<file path="config.mk">
export PLATFORM = sky130hd
export DESIGN_NAME = i2c_init_sequencer
export DESIGN_NICKNAME = d
export VERILOG_FILES = /design/src/rtl/i2c_seq_pkg.sv /design/src/rtl/i2c_seq_rom.sv /design/src/rtl/i2c_init_sequencer.sv
export SDC_FILE = /design/constraint.sdc
export NUM_CORES = 1
export LEC_CHECK = 0
export ABC_AREA = 1
export BUFFER_PORTS_ARGS = -buffer_cell sky130_fd_sc_hd__buf_2
export CORE_ASPECT_RATIO = 1.75
export CORE_MARGIN = 2
export CORE_UTILIZATION = 49
export DETAILED_ROUTE_END_ITERATION = 6
export PLACE_DENSITY_LB_ADDON = 0.25
export SYNTH_ARGS = -nofsm -noshare
export SYNTH_HDL_FRONTEND = slang
export SYNTH_SLANG_ARGS = --single-unit
export TNS_END_PERCENT = 1
</file>
<file path="constraint.sdc">
create_clock -name clk_50 -period 1.45 [get_ports clk_50]
set_input_delay 0.145 -clock clk_50 [delete_from_list [all_inputs] [get_ports clk_50]]
set_output_delay 0.145 -clock clk_50 [all_outputs]
set_load 0.03 [all_outputs]
</file>
<file path="src/rtl/i2c_seq_pkg.sv">
// Shared definitions for the I2C init sequencer: state encoding, table entry type
// and the default register initialisation table.
package i2c_seq_pkg;

  typedef enum logic [2:0] {
    S_IDLE,
    S_LOAD,
    S_REQ,
    S_WAIT,
    S_NEXT,
    S_DONE,
    S_RB_REQ,
    S_RB_WAIT
  } seq_state_t;

  typedef struct packed {
    logic [7:0] sub_address;
    logic [7:0] data;
  } seq_entry_t;

  // Entries past the populated table get a recognisable filler pattern.
  function automatic seq_entry_t default_entry(input logic [5:0] idx);
    seq_entry_t e;
    case (idx)
      6'd0:    e = '{sub_address: 8'h1E, data: 8'h00};
      6'd1:    e = '{sub_address: 8'h00, data: 8'h17};
      6'd2:    e = '{sub_address: 8'h02, data: 8'h17};
      6'd3:    e = '{sub_address: 8'h04, data: 8'h79};
      6'd4:    e = '{sub_address: 8'h06, data: 8'h79};
      6'd5:    e = '{sub_address: 8'h08, data: 8'h12};
      6'd6:    e = '{sub_address: 8'h0A, data: 8'h00};
      6'd7:    e = '{sub_address: 8'h0C, data: 8'h00};
      6'd8:    e = '{sub_address: 8'h0E, data: 8'h4A};
      6'd9:    e = '{sub_address: 8'h10, data: 8'h00};
      6'd10:   e = '{sub_address: 8'h12, data: 8'h01};
      6'd11:   e = '{sub_address: 8'h20, data: 8'hA5};
      6'd12:   e = '{sub_address: 8'h22, data: 8'h5A};
      6'd13:   e = '{sub_address: 8'h24, data: 8'h3C};
      6'd14:   e = '{sub_address: 8'h26, data: 8'hC3};
      6'd15:   e = '{sub_address: 8'h28, data: 8'hFF};
      default: e = '{sub_address: {2'b10, idx}, data: 8'h00};
    endcase
    return e;
  endfunction

endpackage

</file>
<file path="src/rtl/i2c_seq_rom.sv">
// Init table lookup: entry_idx -> {sub_address, data}; out-of-range indices read as zero.
module i2c_seq_rom
  import i2c_seq_pkg::*;
#(
  parameter int NUM_ENTRIES = 16
) (
  input  logic [5:0] idx,
  output seq_entry_t entry
);

  always_comb begin
    entry = '0;
    if (int'(idx) < NUM_ENTRIES) entry = default_entry(idx);
  end

endmodule

</file>
<file path="src/rtl/i2c_init_sequencer.sv">
// Walks the init table, issuing one single-byte I2C write per entry to DEV_ADDR.
// Define I2C_SEQ_READBACK_EN to add a verifying read after every write.
module i2c_init_sequencer
  import i2c_seq_pkg::*;
#(
  parameter logic [6:0] DEV_ADDR    = 7'h20,
  parameter int         NUM_ENTRIES = 16,
  parameter int         REQ_TIMEOUT = 4096
) (
  input  logic       clk_50,
  input  logic       reset_n,
  input  logic       start,
  input  logic       i2c_busy,
  input  logic       i2c_de,
  input  logic [7:0] i2c_rx,
  output logic       i2c_request,
  output logic       i2c_wr,
  output logic [7:0] i2c_length,
  output logic [6:0] i2c_address,
  output logic [7:0] i2c_sub_address,
  output logic [7:0] i2c_tx,
  output logic       seq_busy,
  output logic       done,
  output logic       timeout_err,
  output logic [5:0] entry_idx
`ifdef I2C_SEQ_READBACK_EN
  ,
  output logic [7:0] mismatch_cnt
`endif
);

  localparam int            TW       = $clog2(REQ_TIMEOUT + 1);
  localparam logic [TW-1:0] TMAX     = TW'(REQ_TIMEOUT - 1);
  localparam logic [5:0]    LAST_IDX = 6'(NUM_ENTRIES - 1);

  seq_state_t    state, state_nxt;
  seq_entry_t    rom_entry;
  logic [1:0]    busy_sync;
  logic          busy_s;
  logic [TW-1:0] tmo_cnt;
  logic          req_timeout;

  assign i2c_length  = 8'd1;
  assign i2c_address = DEV_ADDR;
  assign busy_s      = busy_sync[1];
  assign seq_busy    = (state != S_IDLE) && (state != S_DONE);
  assign req_timeout = i2c_request && !busy_s && (tmo_cnt == TMAX);

  i2c_seq_rom #(.NUM_ENTRIES(NUM_ENTRIES)) u_rom (
    .idx   (entry_idx),
    .entry (rom_entry)
  );

  always_ff @(posedge clk_50 or negedge reset_n) begin
    if (!reset_n) busy_sync <= '0;
    else          busy_sync <= {busy_sync[0], i2c_busy};
  end

  always_ff @(posedge clk_50 or negedge reset_n) begin
    if (!reset_n)                  tmo_cnt <= '0;
    else if (i2c_request && !busy_s) tmo_cnt <= tmo_cnt + TW'(1);
    else                           tmo_cnt <= '0;
  end

  always_ff @(posedge clk_50 or negedge reset_n) begin
    if (!reset_n) state <= S_IDLE;
    else          state <= state_nxt;
  end

  always_comb begin
    state_nxt   = state;
    i2c_request = 1'b0;
    case (state)
      S_IDLE: if (start) state_nxt = S_LOAD;
      S_LOAD: state_nxt = S_REQ;
      S_REQ: begin
        i2c_request = 1'b1;
        if (busy_s)               state_nxt = S_WAIT;
        else if (tmo_cnt == TMAX) state_nxt = S_DONE;
      end
      S_WAIT: if (!busy_s) begin
`ifdef I2C_SEQ_READBACK_EN
        state_nxt = S_RB_REQ;
`else
        state_nxt = S_NEXT;
`endif
      end
      S_NEXT: state_nxt = (entry_idx == LAST_IDX) ? S_DONE : S_LOAD;
      S_DONE: state_nxt = S_IDLE;
`ifdef I2C_SEQ_READBACK_EN
      S_RB_REQ: begin
        i2c_request = 1'b1;
        if (busy_s)               state_nxt = S_RB_WAIT;
        else if (tmo_cnt == TMAX) state_nxt = S_DONE;
      end
      S_RB_WAIT: if (!busy_s) state_nxt = S_NEXT;
`endif
      default: state_nxt = S_IDLE;
    endcase
  end

  // Address, data and direction are held from LOAD until the entry's transactions finish.
  always_ff @(posedge clk_50 or negedge reset_n) begin
    if (!reset_n) begin
      entry_idx       <= '0;
      done            <= 1'b0;
      timeout_err     <= 1'b0;
      i2c_sub_address <= '0;
      i2c_tx          <= '0;
      i2c_wr          <= 1'b0;
    end else begin
      if (state == S_IDLE && start) begin
        entry_idx   <= '0;
        done        <= 1'b0;
        timeout_err <= 1'b0;
      end
      if (state == S_LOAD) begin
        i2c_sub_address <= rom_entry.sub_address;
        i2c_tx          <= rom_entry.data;
        i2c_wr          <= 1'b1;
      end
      if (state == S_NEXT && entry_idx != LAST_IDX) entry_idx <= entry_idx + 6'd1;
      if (state != S_DONE && state_nxt == S_DONE) done <= 1'b1;
      if (req_timeout) timeout_err <= 1'b1;
`ifdef I2C_SEQ_READBACK_EN
      if (state == S_WAIT && state_nxt == S_RB_REQ) i2c_wr <= 1'b0;
`endif
    end
  end

`ifdef I2C_SEQ_READBACK_EN
  logic [2:0] de_sync;
  logic       de_rise;

  assign de_rise = de_sync[1] && !de_sync[2];

  always_ff @(posedge clk_50 or negedge reset_n) begin
    if (!reset_n) de_sync <= '0;
    else          de_sync <= {de_sync[1:0], i2c_de};
  end

  // i2c_rx is only trusted once the synchronised data-enable edge arrives.
  always_ff @(posedge clk_50 or negedge reset_n) begin
    if (!reset_n) begin
      mismatch_cnt <= '0;
    end else if (state == S_IDLE && start) begin
      mismatch_cnt <= '0;
    end else if (state == S_RB_WAIT && de_rise && (i2c_rx != i2c_tx) && (mismatch_cnt != 8'hFF)) begin
      mismatch_cnt <= mismatch_cnt + 8'd1;
    end
  end
`else
  logic unused_inputs;
  assign unused_inputs = ^{i2c_de, i2c_rx};
`endif

endmodule

</file>
# ---- Yosys cells after proc, flatten, opt, wreduce, memory -nomap -nowiden
# Cells that the tools add are included.
# W data, S select, Z words.
dict set report totals {
  reg_bits 43
  input_bits 13
  out_inout_bits 42
  elab_cells 63
}
dict set report classes {
  n_addsub 2
  magnitude_cmp 1
  n_eq_ne 23
  mux 15
  n_reduce_logical 13
}
# cell count
set ops {}
lappend ops {{$pmux W16 S16} 1}
lappend ops {{$eq A6 B4 Y1 const B} 8}
lappend ops {{$eq A6 B3 Y1 const B} 4}
lappend ops {{$mux W16} 1}
lappend ops {{$mux W3} 5}
lappend ops {{$pmux W3 S5} 1}
lappend ops {{$add A13 B1 Y13 const B} 1}
lappend ops {{$eq A13 B12 Y1 const B} 1}
lappend ops {{$mux W13} 1}
lappend ops {{$eq A6 B2 Y1 const B} 2}
lappend ops {{$mux W6} 2}
lappend ops {{$add A6 B1 Y6 const B} 1}
lappend ops {{$eq A3 B2 Y1 const B} 2}
lappend ops {{$eq A3 B3 Y1 const B} 2}
lappend ops {{$eq A6 B1 Y1 const B} 1}
lappend ops {{$logic_and A1 B1 Y1} 6}
lappend ops {{$logic_not A6 Y1} 1}
lappend ops {{$lt A6 B5 Y1 const B} 1}
lappend ops {{$ne A6 B4 Y1 const B} 1}
lappend ops {{$reduce_bool A2 Y1} 3}
lappend ops {{$mux W1} 4}
lappend ops {{$eq A3 B1 Y1 const B} 1}
lappend ops {{$logic_not A3 Y1} 1}
lappend ops {{$ne A3 B3 Y1 const B} 1}
lappend ops {{other kinds (2)} 2}

# ---- Depth between registers and ports, before layout
# Gate-level depths: netlist (run 1).
dict set report logic_depth {
  word_depth 7
  ltp_mapped 11
  depth_no_buf 11
}

# ---- Cells and area by module
# A second synthesis (run 1) with hierarchy kept.
dict set report unflattened {
  hier_cells 292
  hier_area_um2 2526.2
}
# module n_inst cells_each area_per_inst_um2 seq_area_each_um2
set modules_own_cells {}
lappend modules_own_cells {i2c_init_sequencer 1 213 2102.0 1076.0}
lappend modules_own_cells {i2c_seq_rom 1 79 424.2 0.0}

# ---- Least setup slack after synthesis (run 1)
# OpenSTA, ideal clock, no wires.
dict set report synth_timing {
  path_type {register to register}
  from {register entry_idx[0]}
  to {register i2c_sub_address[3]}
  setup_ps 127
  arrival_ps 1656
  t_required_ps 1323
  slack_ps -332
  stages_incl_launch_ff 9
  n_path_buf 0
  synth_period_minus_slack_ps 1782
  cell_sequence {dfrtp_1 inv_1 ha_1 o211ai_1 nand2_1 nor2_4 nand2_4 nand3_1 nand3_1}
}
dict set report synth_via {
  elab_chain_len 3
  elab_cells_between_ends 19
  cone_classes {order compare (1); eq/ne (15); mux (2); reduce/logical (1)}
}
# item line_no
set synth_rtl {}
lappend synth_rtl {{start, declared} i2c_init_sequencer.sv:25} ;# output logic [5:0] entry_idx
lappend synth_rtl {{start signal, assigned} i2c_init_sequencer.sv:122} ;# if (state == S_NEXT && entry_idx != LAST_IDX) entry_idx <= entry_idx + 6'd1;
lappend synth_rtl {{$eq A6 B4 Y1 (tied with other cells)} i2c_seq_pkg.sv:24} ;# case (idx)
lappend synth_rtl {{$pmux W16 S16} i2c_seq_pkg.sv:24}
lappend synth_rtl {{$mux W16 *} i2c_seq_rom.sv:13} ;# if (int'(idx) < NUM_ENTRIES) entry = default_entry(idx);
lappend synth_rtl {{end signal, assigned} i2c_init_sequencer.sv:118} ;# i2c_sub_address <= rom_entry.sub_address;
lappend synth_rtl {{end, declared} i2c_init_sequencer.sv:20} ;# output logic [7:0] i2c_sub_address,
# Every way passes the cells marked *; elsewhere a longest branch is shown, timed or not.
# A chain may end at the register's enable or synchronous reset.

# ---- Worst setup path after layout (run 1)
dict set report layout_timing {
  from {register entry_idx[0]}
  to {register i2c_sub_address[0]}
}
# The elaborated chain is that of the path after synthesis.

==> results of run 1 <==
-- cells by family (layout without fill, tap and decap cells) --
| kind of cell | count (synthesis) | after routing | synth area share |
|---|---|---|---|
| XOR/XNOR | 2 | 2 | 0.007350 |
| AO/OA/AOI/OAI | 54 | 54 | 0.1444 |
| flip-flops | 42 | 42 | 0.4409 |
| adder cells (fa/ha/maj) | 5 | 5 | 0.02625 |
| AND/OR/NAND/NOR | 134 | 134 | 0.2577 |
| other | 2 | 16 | 0.003151 |
| buffers and inverters | 57 | 123 | 0.1202 |
-- cell usage in the layout, fill, tap and decap left out, drive strengths merged --
cell type and count:
buf 76, nand2 70, dfrtp 42, inv 36, nor2 33, o21ai 22, nand3 19, conb 16
a21oi 15, clkbuf 8, o211ai 7, nor3 6, ha 5, nand4 4, o32ai 3, o21a 2
xor2 2, o22ai 2, dlygate4sd3 2, a21boi 1, and2 1, o2111ai 1, or2 1, a21o 1
clkinvlp 1
-- layout make-up --
class                   instances  area [µm²]
clock inverters                 1       7.507
repair buffers                 79       550.5
clock buffers                   7       76.32
fillers                       408        1516
multi-input cells             211        1257
flip-flops and latches         42        1055
well taps                      52       65.06
inverters                      36       137.6
-- stage by stage --
stage	utilization	instance area, µm²	setup slack (ns)	hold slack [ns]	std cells
floorplan	-	2480	-0.1072	-0.1506	310
CTS	0.6575	3068	-0.1408	0.2964	426
global placement	0.6146	2868	-0.1382	0.08624	413
detailed placement	0.6146	2868	-0.1546	0.08828	413
finish	0.6750	3149	-0.2439	0.2980	428
global route	0.6750	3149	-0.3437	0.3131	428
-- timing repair --
| item | in CTS | in global routing |
|---|---|---|
| buffers inserted | 3 | 2 |
| pin swaps | 5 | 7 |
| resized for setup | 18 | 18 |
| hold endpoints to repair | 13 | 0 |
| setup endpoints to repair | 20 | 31 |
| hold buffers | 2 | 0 |
-- worst register-to-register path: stages (launching register included) --
cell and delay, ns:
dfrtp_2 0.48, ha_2 0.26, o211ai_1 0.32, nand2_2 0.13, nor2_4 0.18, nand2_4 0.09
inv_2 0.07, nand3_2 0.05, nand2_1 0.05
-- power by group --
| group | leakage (nW) | switching [mW] | internal, mW |
|---|---|---|---|
| Combinational | 1.01 | 1.26 | 0.768 |
| Sequential | 0.557 | 0.123 | 1.34 |
| Clock | 0.0385 | 0.404 | 0.341 |
-- routing by layer --
layer | routed length, µm | GRT usage | up-vias
met2 | 3381 | 0.4506 | 44
li1 | - | - | 1085
met4 | 193 | 0.1230 | 0
met3 | 184 | 0.02957 | 14
met1 | 1970 | 0.1998 | 986
met5 | 0 | 0 | -
-- registers in the layout, summed over array words and instances, names as in the netlist --
register,cells
done,1
i2c_sub_address,7
entry_idx,6
tmo_cnt,13
state,3
i2c_tx,8
busy_sync,2
i2c_wr,1
timeout_err,1
-- how the worst max path moves through the flow --
stage               slack (ns)            endpoint
detailed placement       -0.15           i2c_tx[4]
global route             -0.34  i2c_sub_address[3]
global placement         -0.14           i2c_tx[4]
CTS                      -0.14  i2c_sub_address[1]
finish                   -0.24  i2c_sub_address[0]
floorplan                -0.11  i2c_sub_address[3]
==> key figures, run 1 <==
Outcome
  – Status: finished with violations
  – Failing checks: negative setup slack

Logic synthesis
  – Primary FF master, synth: dfrtp_1
  – Synth area leader: dfrtp_1
  – Synthesized area: roughly 2400 µm²
  – Synth top area share: 0.4409
  – Seq/Total Area, Yosys: 0.4409
  – Syn Inst Count: 296
  – Post-synthesis register bit count: 42
  – Cell with the most instances after synthesis: nand2_1
  – Synth top area cells: dfrtp_1 (44%), nand2_1 (10%), buf_4 (5.4%)
  – Fraction of registers with async set/reset: 1.000
  – Post-synth EDFFs: 0
  – Post-synth top cells: nand2_1 (65), dfrtp_1 (42), inv_1 (31)
  – Mean area per synthesized cell: 8.052 µm²
  – Ys Warns: 0
  – Post-synth cell types: 35

Clocking
  – Clk slew on worst S/H paths: 0.08 ns
  – CTS root buffer: clkbuf_8
  – TritonCTS clock tree: done
  – CTS max path bufs: 2
  – Clock sink count: 42
  – Worst-Skew Late Latency: 0.29 ns
  – Cts bufs inserted: 5
  – H-tree depth: 2

Power
  – Power Total: approximately 4.2 mW
  – Static leakage: 1.607 nW
  – Max VDD drop: just over 0.8 mV
  – PD cells: 1344 nW/µm²

STA
  – Max Slew Vio Count: 0
  – Fmax: 590.4 MHz
  – Setup violators final: 16
  – Final Hold Fails: 0
  – Period minus WS final: 1.694 ns
  – Final worst slack: -0.2439 ns
  – Unrepaired setup endpoints after global routing: true
  – Clock Skew: 0.01025 ns
  – Setup_tns: -2.034 ns
  – Tcrit/Tclk final: 1.168

Finish
  – Layout Nets: 393
  – Fraction of layout cells with a size suffix above 1: 0.3697
  – Antenna cells: 0
  – Syn-to-layout area delta: 32.13%

Setup path
  – CP startpoint: entry_idx[0]
  – Worst path slowest cell: dfrtp_2
  – Req. time, crit path: around 1.7 ns
  – Crit path DAT: 1.92 ns
  – Delay-heaviest family, CP: simple AND/OR/NAND/NOR gates
  – CP max stage delay: 0.48 ns
  – R2R cell count: 8
  – CP bufs+invs: 1
  – Critical path type: reg -> reg
  – Crit-path cells: ha_2, o211ai_1, nand2_2, nor2_4, nand2_4, inv_2, nand3_2, nand2_1
  – Cell count along the critical path: 8
  – Reg2Reg Setup Slack: -0.24 ns
  – Max Fanout on Critical Path: 6
  – Worst reg2reg startpoint: entry_idx[0]
  – R2R Path End: i2c_sub_address[0]
  – CP Launch Type: register
  – CP Capture Type: register

Routing
  – Antenna violation net count after detailed routing: 0
  – Total number of vias: 2129
  – DR pass1 iterations: 4
  – Vias per cell: between 4 and 5
  – Residual DRC: 0
  – Drt wl/cell: roughly 13 µm
  – WL final: about 5.7 mm
  – Drt first-iter violations: 121

Die
  – Io pins: 55
  – Placement Rows: 33
  – Die width: about 57 µm
  – DIE AREA: ~5500 µm²
  – Core footprint: approximately 4700 µm²
  – Die height: roughly 96 µm
  – Starting density of the core: 0.5109

GRT
  – Vias in the first global route: ~2.1k
  – Pin count of the biggest net entering global routing: 16
  – Initial antenna violation count: 0
  – First-pass GRT wire length: 9.239 mm
  – Gr ovfl total: 0
  – All-Layer GR Usage: 0.2207

Place
  – Port Buffer Count: 29
  – RePlAce Congestion: 0.8748
  – HPWL after detailed placement: about 4.4 mm

Run
  – Max Cap Viol: 0

Hold path
  – Min-Delay Path Class: in -> async
(Power assumes the default switching activity.)
==> run 2: changes to the inputs <==
CORE_ASPECT_RATIO = default   (was 1.75)
==> run 2 against run 1 <==
  * The flow still finishes with violations (negative setup slack)
  * Clock power up 23%
  * Highest routed layer unchanged
  * Cell count down 2.1%
  * Largest cell class unchanged
  * Final area down 1.6%
  * Critical path depth unchanged
==> key figures, run 2 (synthesis results as in run 1) <==
Hold path
  – Min-Delay Path Class: in -> async

GRT
  – Pin count of the biggest net entering global routing: 30
  – Vias in the first global route: 1984
  – First-pass GRT wire length: 8.569 mm
  – Gr ovfl total: 0
  – All-Layer GR Usage: 0.2025
  – Initial antenna violation count: 0

Die
  – Die width: 73.75 µm
  – Io pins: 55
  – Die height: approximately 74 µm
  – Core footprint: approximately 4700 µm²
  – Starting density of the core: 0.5080
  – DIE AREA: 5438 µm²
  – Placement Rows: 25

Setup path
  – Req. time, crit path: 1.63 ns
  – Crit path DAT: 1.81 ns
  – Crit-path cells: buf_4, ha_4, o211ai_2, nand2_1, nor2_4, nand2_4, nand3_2, nand3_2
  – Worst path slowest cell: dfrtp_2
  – CP Launch Type: register
  – CP max stage delay: between 0.4 and 0.5 ns
  – Max Fanout on Critical Path: 6
  – CP Capture Type: register
  – Critical path type: reg -> reg
  – Crit-path most repeated cell: nand3_2

STA
  – Final worst slack: -0.1825 ns
  – Final Hold Fails: 0
  – Period minus WS final: 1.632 ns
  – Max Slew Vio Count: 0
  – Unrepaired setup endpoints after global routing: true
  – Clock Skew: 0.01173 ns
  – Setup violators final: 17
  – Tcrit/Tclk final: 1.126
  – Fmax: about 600 MHz

Clocking
  – Worst-Skew Late Latency: approximately 0.30 ns
  – CTS root buffer: clkbuf_8
  – Clock sink count: 42
  – Cts bufs inserted: 5
  – Clk slew on worst S/H paths: 0.09 ns
  – CTS max path bufs: 2
  – TritonCTS clock tree: done
  – H-tree depth: 2

Place
  – HPWL after detailed placement: 3.775 mm
  – RePlAce Congestion: 0.9197
  – Pre-CTS setup slack: -0.1127 ns
  – Dpl cell area: 2823 µm²
  – Port Buffer Count: 29

Routing
  – Drt first-iter violations: 153
  – WL final: 5.145 mm
  – Residual DRC: 0
  – Vias per cell: 5.043
  – DR pass1 iterations: 4
  – Antenna violation net count after detailed routing: 0
  – Total number of vias: 2113
  – Drt wl/cell: 12.28 µm

Outcome
  – Status: finished with violations
  – Failing checks: negative setup slack

Power
  – Power Total: 4.335 mW
  – PD cells: between 1000 and 1500 nW/µm²
  – Static leakage: between 1.5 and 2 nW
  – Max VDD drop: 0.7344 mV

Finish
  – Leading cell type in the layout, fill and taps excluded: nand2_1
  – Largest regs: tmo_cnt (13), i2c_tx (8), i2c_sub_address (7)
  – Most frequent cells in the layout: nand2_1 (63), dfrtp_1 (40), buf_4 (34), inv_1 (28), buf_2 (28)
  – Design area: 3098 µm²
  – Antenna cells: 0
  – Fraction of layout cells with a size suffix above 1: 0.3562
  – Syn-to-layout area delta: 29.97%
  – Max reg flops: 13
  – Layout Nets: 382
  – Largest register by flop count: tmo_cnt

Run
  – Max Cap Viol: 0
## run 2: cell count changes in the layout (fill, tap and decap cells not counted), moves of 2 or more
| cell | before | now |
|---|---|---|
| nor3_2 | 3 | 1 |
| nor2_1 | 20 | 17 |
| nand3_2 | 4 | 7 |
| nor2_2 | 7 | 10 |
| nand3_1 | 15 | 12 |
| buf_4 | 46 | 34 |
| nor3_1 | 3 | 5 |
| nand2_1 | 61 | 63 |
## run 2: per-layer routing
layer / vias up / share of wire / GRT usage / wire (µm)
li1: 1065 / - / - / -
met1: 994 / 0.44 / 0.2515 / 2270
met2: 52 / 0.51 / 0.3562 / 2609
met3: 2 / 0.047 / 0.04115 / 241
met4: 0 / 0.0045 / 0.05455 / 23
met5: - / 0 / 0 / 0
## run 2: where the power goes
group / leakage (nW) / internal (mW) / switching, mW
Combinational: 0.966 / 0.715 / 1.24
Clock: 0.0514 / 0.514 / 0.402
Sequential: 0.559 / 1.34 / 0.128
## run 2: repair_timing
item	4_1_cts	5_1_grt
endpoints found under the hold margin	14	0
setup endpoints to repair	22	29
resized for setup	14	19
setup buffers	1	1
pin swaps	3	5
hold buffers	2	0
## run 2: worst max-delay path, delay by kind of cell, from the launching register on
kind            cells  cell delay [ns]
buf+inv             1             0.16
fa+ha+maj           1             0.18
simple gates        5             0.52
compound gates      1             0.19
flops               1             0.46
## run 2: final cells by class
class	count	area, µm²
fill	410	1594
clock inverter	2	37.54
inverter	36	135.1
multi-input combinational	211	1254
clock buffer	6	72.57
tap	54	67.56
timing repair buffer	68	478.0
sequential	42	1054
## run 2: path summary, 6_finish.rpt
check                             start                  to  slack, ns  cells past startpoint
setup / recovery           entry_idx[1]  i2c_sub_address[3]      -0.18                      8
hold / removal                  reset_n        entry_idx[2]       0.28                      2
setup reg to reg           entry_idx[1]  i2c_sub_address[3]      -0.18                      8
hold reg to reg            busy_sync[0]        busy_sync[1]       0.35                      0
max in group asynchronous       reset_n  i2c_sub_address[1]       0.70                      3
min in group clk_50               start                done       0.31                      6
## run 2: stage by stage
stage / hold WS [ns] / cells / setup TNS [ns] / utilization
floorplan: -0.1506 / 310 / -0.9612 / -
finish: 0.2757 / 419 / -1.718 / 0.6603
global route: 0.3143 / 419 / -3.657 / 0.6603
detailed placement: 0.06075 / 407 / -1.291 / 0.6016
global placement: 0.06470 / 407 / -0.8075 / 0.6016
CTS: 0.2771 / 418 / -0.8214 / 0.6437
==> run 3: changes to the inputs <==
BUFFER_PORTS_ARGS = default   (was -buffer_cell sky130_fd_sc_hd__buf_2)
CORE_UTILIZATION = 57   (was 49)
DONT_BUFFER_PORTS = 1   (was default)
MAX_ROUTING_LAYER = met4   (was default)
==> run 3 against run 2 <==
  * The flow still finishes with violations (negative setup slack)
  * Register-to-register slack better by 0.04 ns
  * Sequential share of layout area up 2.2 points
  * Core utilization up 6.9 points
  * Critical path depth up 1
  * Critical endpoint unchanged
  * Largest cell class unchanged
==> key figures, run 3 (synthesis results as in run 1) <==
Outcome
  – Status: finished with violations
  – Failing checks: negative setup slack

Setup path
  – Crit path DAT: 1.77 ns
  – CP bufs+invs: 2
  – Critical path type: reg -> reg
  – Req. time, crit path: 1.63 ns
  – Delay-heaviest family, CP: simple AND/OR/NAND/NOR gates
  – Max Fanout on Critical Path: 5
  – CP Launch Type: register
  – CP Capture Type: register
  – CP max stage delay: 0.44 ns
  – Crit-path cells: inv_2, ha_4, buf_4, o211ai_2, nand2_2, nor2_4, nand2_4, nand3_2, nand3_1
  – Worst path slowest cell: dfrtp_2

STA
  – Setup_tns: -1.308 ns
  – Clock Skew: between 0.006 and 0.007 ns
  – Max Slew Vio Count: 0
  – Final worst slack: -0.1395 ns
  – Fmax: 629.1 MHz
  – Period minus WS final: around 1.6 ns
  – Unrepaired setup endpoints after global routing: true
  – Setup violators final: 18
  – Final Hold Fails: 0
  – Tcrit/Tclk final: 1.096

Die
  – Starting density of the core: 0.5959
  – Die height: about 70 µm
  – DIE AREA: around 4700 µm²
  – Placement Rows: 23
  – Die width: 68.67 µm
  – Io pins: 55
  – Core footprint: between 4000 and 5000 µm²

Clocking
  – CTS max path bufs: 2
  – Clk slew on worst S/H paths: about 0.080 ns
  – CTS root buffer: clkbuf_8
  – H-tree depth: 2
  – Worst-Skew Late Latency: 0.30 ns
  – TritonCTS clock tree: done
  – Cts bufs inserted: 5
  – Clock sink count: 42

Finish
  – Syn-to-layout area delta: 22.36%
  – Fraction of layout cells with a size suffix above 1: 0.2907
  – Largest regs: tmo_cnt (13), i2c_tx (8), i2c_sub_address (7)
  – Layout Nets: 361
  – Most frequent cells in the layout: nand2_1 (62), buf_4 (43), dfrtp_1 (39), inv_1 (29), nor2_1 (21)
  – Leading cell type in the layout, fill and taps excluded: nand2_1
  – Largest register by flop count: tmo_cnt
  – Antenna cells: 0
  – Fin util: 0.7291
  – Max reg flops: 13

GRT
  – M1 GR Usage: 0.3396
  – Gr ovfl total: 0
  – Global routing usage on met2: 0.4303
  – Most used routing layer: met2
  – Vias in the first global route: around 2.1k
  – First-pass GRT wire length: between 9 and 10 mm
  – Met3 Use GR: 0.04383
  – Initial antenna violation count: 0
  – All-Layer GR Usage: 0.2713
  – Pin count of the biggest net entering global routing: 43

Place
  – Port Buffer Count: 0
  – RePlAce Congestion: just over 0.9
  – HPWL after detailed placement: 3.913 mm
  – Pre-CTS setup slack: -0.1350 ns

Routing
  – WL final: ~5.5 mm
  – Drt wl/cell: approximately 14 µm
  – Vias per cell: 5.254
  – Antenna violation net count after detailed routing: 0
  – DR pass1 iterations: 4
  – Residual DRC: 0
  – Drt first-iter violations: 109
  – Total number of vias: 2070

Hold path
  – Min-Delay Path Class: in -> reg

Power
  – Static leakage: 1.450 nW
  – Max VDD drop: around 1.1 mV
  – PD cells: 1394 nW/µm²

Run
  – Max Cap Viol: 0
run 3: cell types whose count changed in the layout (fill, tap and decap cells not counted), moves of 3 or more:
cell / change
nand3_2: -3
nand3_1: +3
nand2_2: +3
nor2_1: +4
o21ai_1: +3
o32ai_2: -3
o32ai_1: +3
buf_2: -28
buf_4: +9
nor2_2: -4
run 3: worst paths after layout:
| kind | from | endpoint | slack, ns | depth (start not counted) |
|---|---|---|---|---|
| setup reg to reg | entry_idx[1] | i2c_sub_address[3] | -0.14 | 9 |
| hold / removal | start | timeout_err | 0.21 | 5 |
| max in group asynchronous | reset_n | entry_idx[1] | 0.92 | 2 |
| setup / recovery | entry_idx[1] | i2c_sub_address[3] | -0.14 | 9 |
| min in group asynchronous | reset_n | tmo_cnt[2] | 0.31 | 2 |
| hold reg to reg | busy_sync[0] | busy_sync[1] | 0.36 | 0 |
run 3: what timing repair did:
item | in CTS | in global routing
hold endpoints to repair | 43 | 0
pin swaps | 1 | 1
setup endpoints to repair | 23 | 35
hold buffers | 3 | 0
resized for setup | 5 | 14
setup buffers | 1 | 1
run 3: power by group:
group	internal (mW)	switching [mW]
Clock	0.384	0.404
Combinational	0.617	0.980
Sequential	1.33	0.347
Total	2.34	1.73
run 3: final cells by class:
cell class / instances / area, µm²
multi-input cells: 211 / 1190
fillers: 305 / 1084
clock buffers: 7 / 86.33
flip-flops and latches: 42 / 1055
clock inverters: 1 / 5.005
well taps: 50 / 62.56
inverters: 36 / 135.1
repair buffers: 47 / 382.9
run 3: per-stage QoR:
step | std cells | cell area, µm² | power, mW | hold slack (ns)
CTS | 393 | 2879 | 4.037 | 0.2177
global route | 394 | 2917 | 4.306 | 0.2435
floorplan | 310 | 2480 | 2.695 | -0.1506
detailed placement | 381 | 2713 | 3.177 | -0.1493
finish | 394 | 2917 | 4.067 | 0.2134
global placement | 381 | 2713 | 3.138 | -0.1493
run 3: metal layers:
| layer | vias up | wire length, µm |
|---|---|---|
| met2 | 54 | 2652 |
| met1 | 968 | 2471 |
| met5 | - | 0 |
| li1 | 1032 | - |
| met4 | 0 | 146 |
| met3 | 16 | 207 |
run 3: worst register-to-register path: stages, from the launching register on:
cell      delay (ns)
dfrtp_2         0.44
inv_2           0.09
ha_4            0.18
buf_4           0.13
o211ai_2        0.14
nand2_2         0.11
nor2_4          0.16
nand2_4         0.09
nand3_2         0.07
nand3_1         0.07
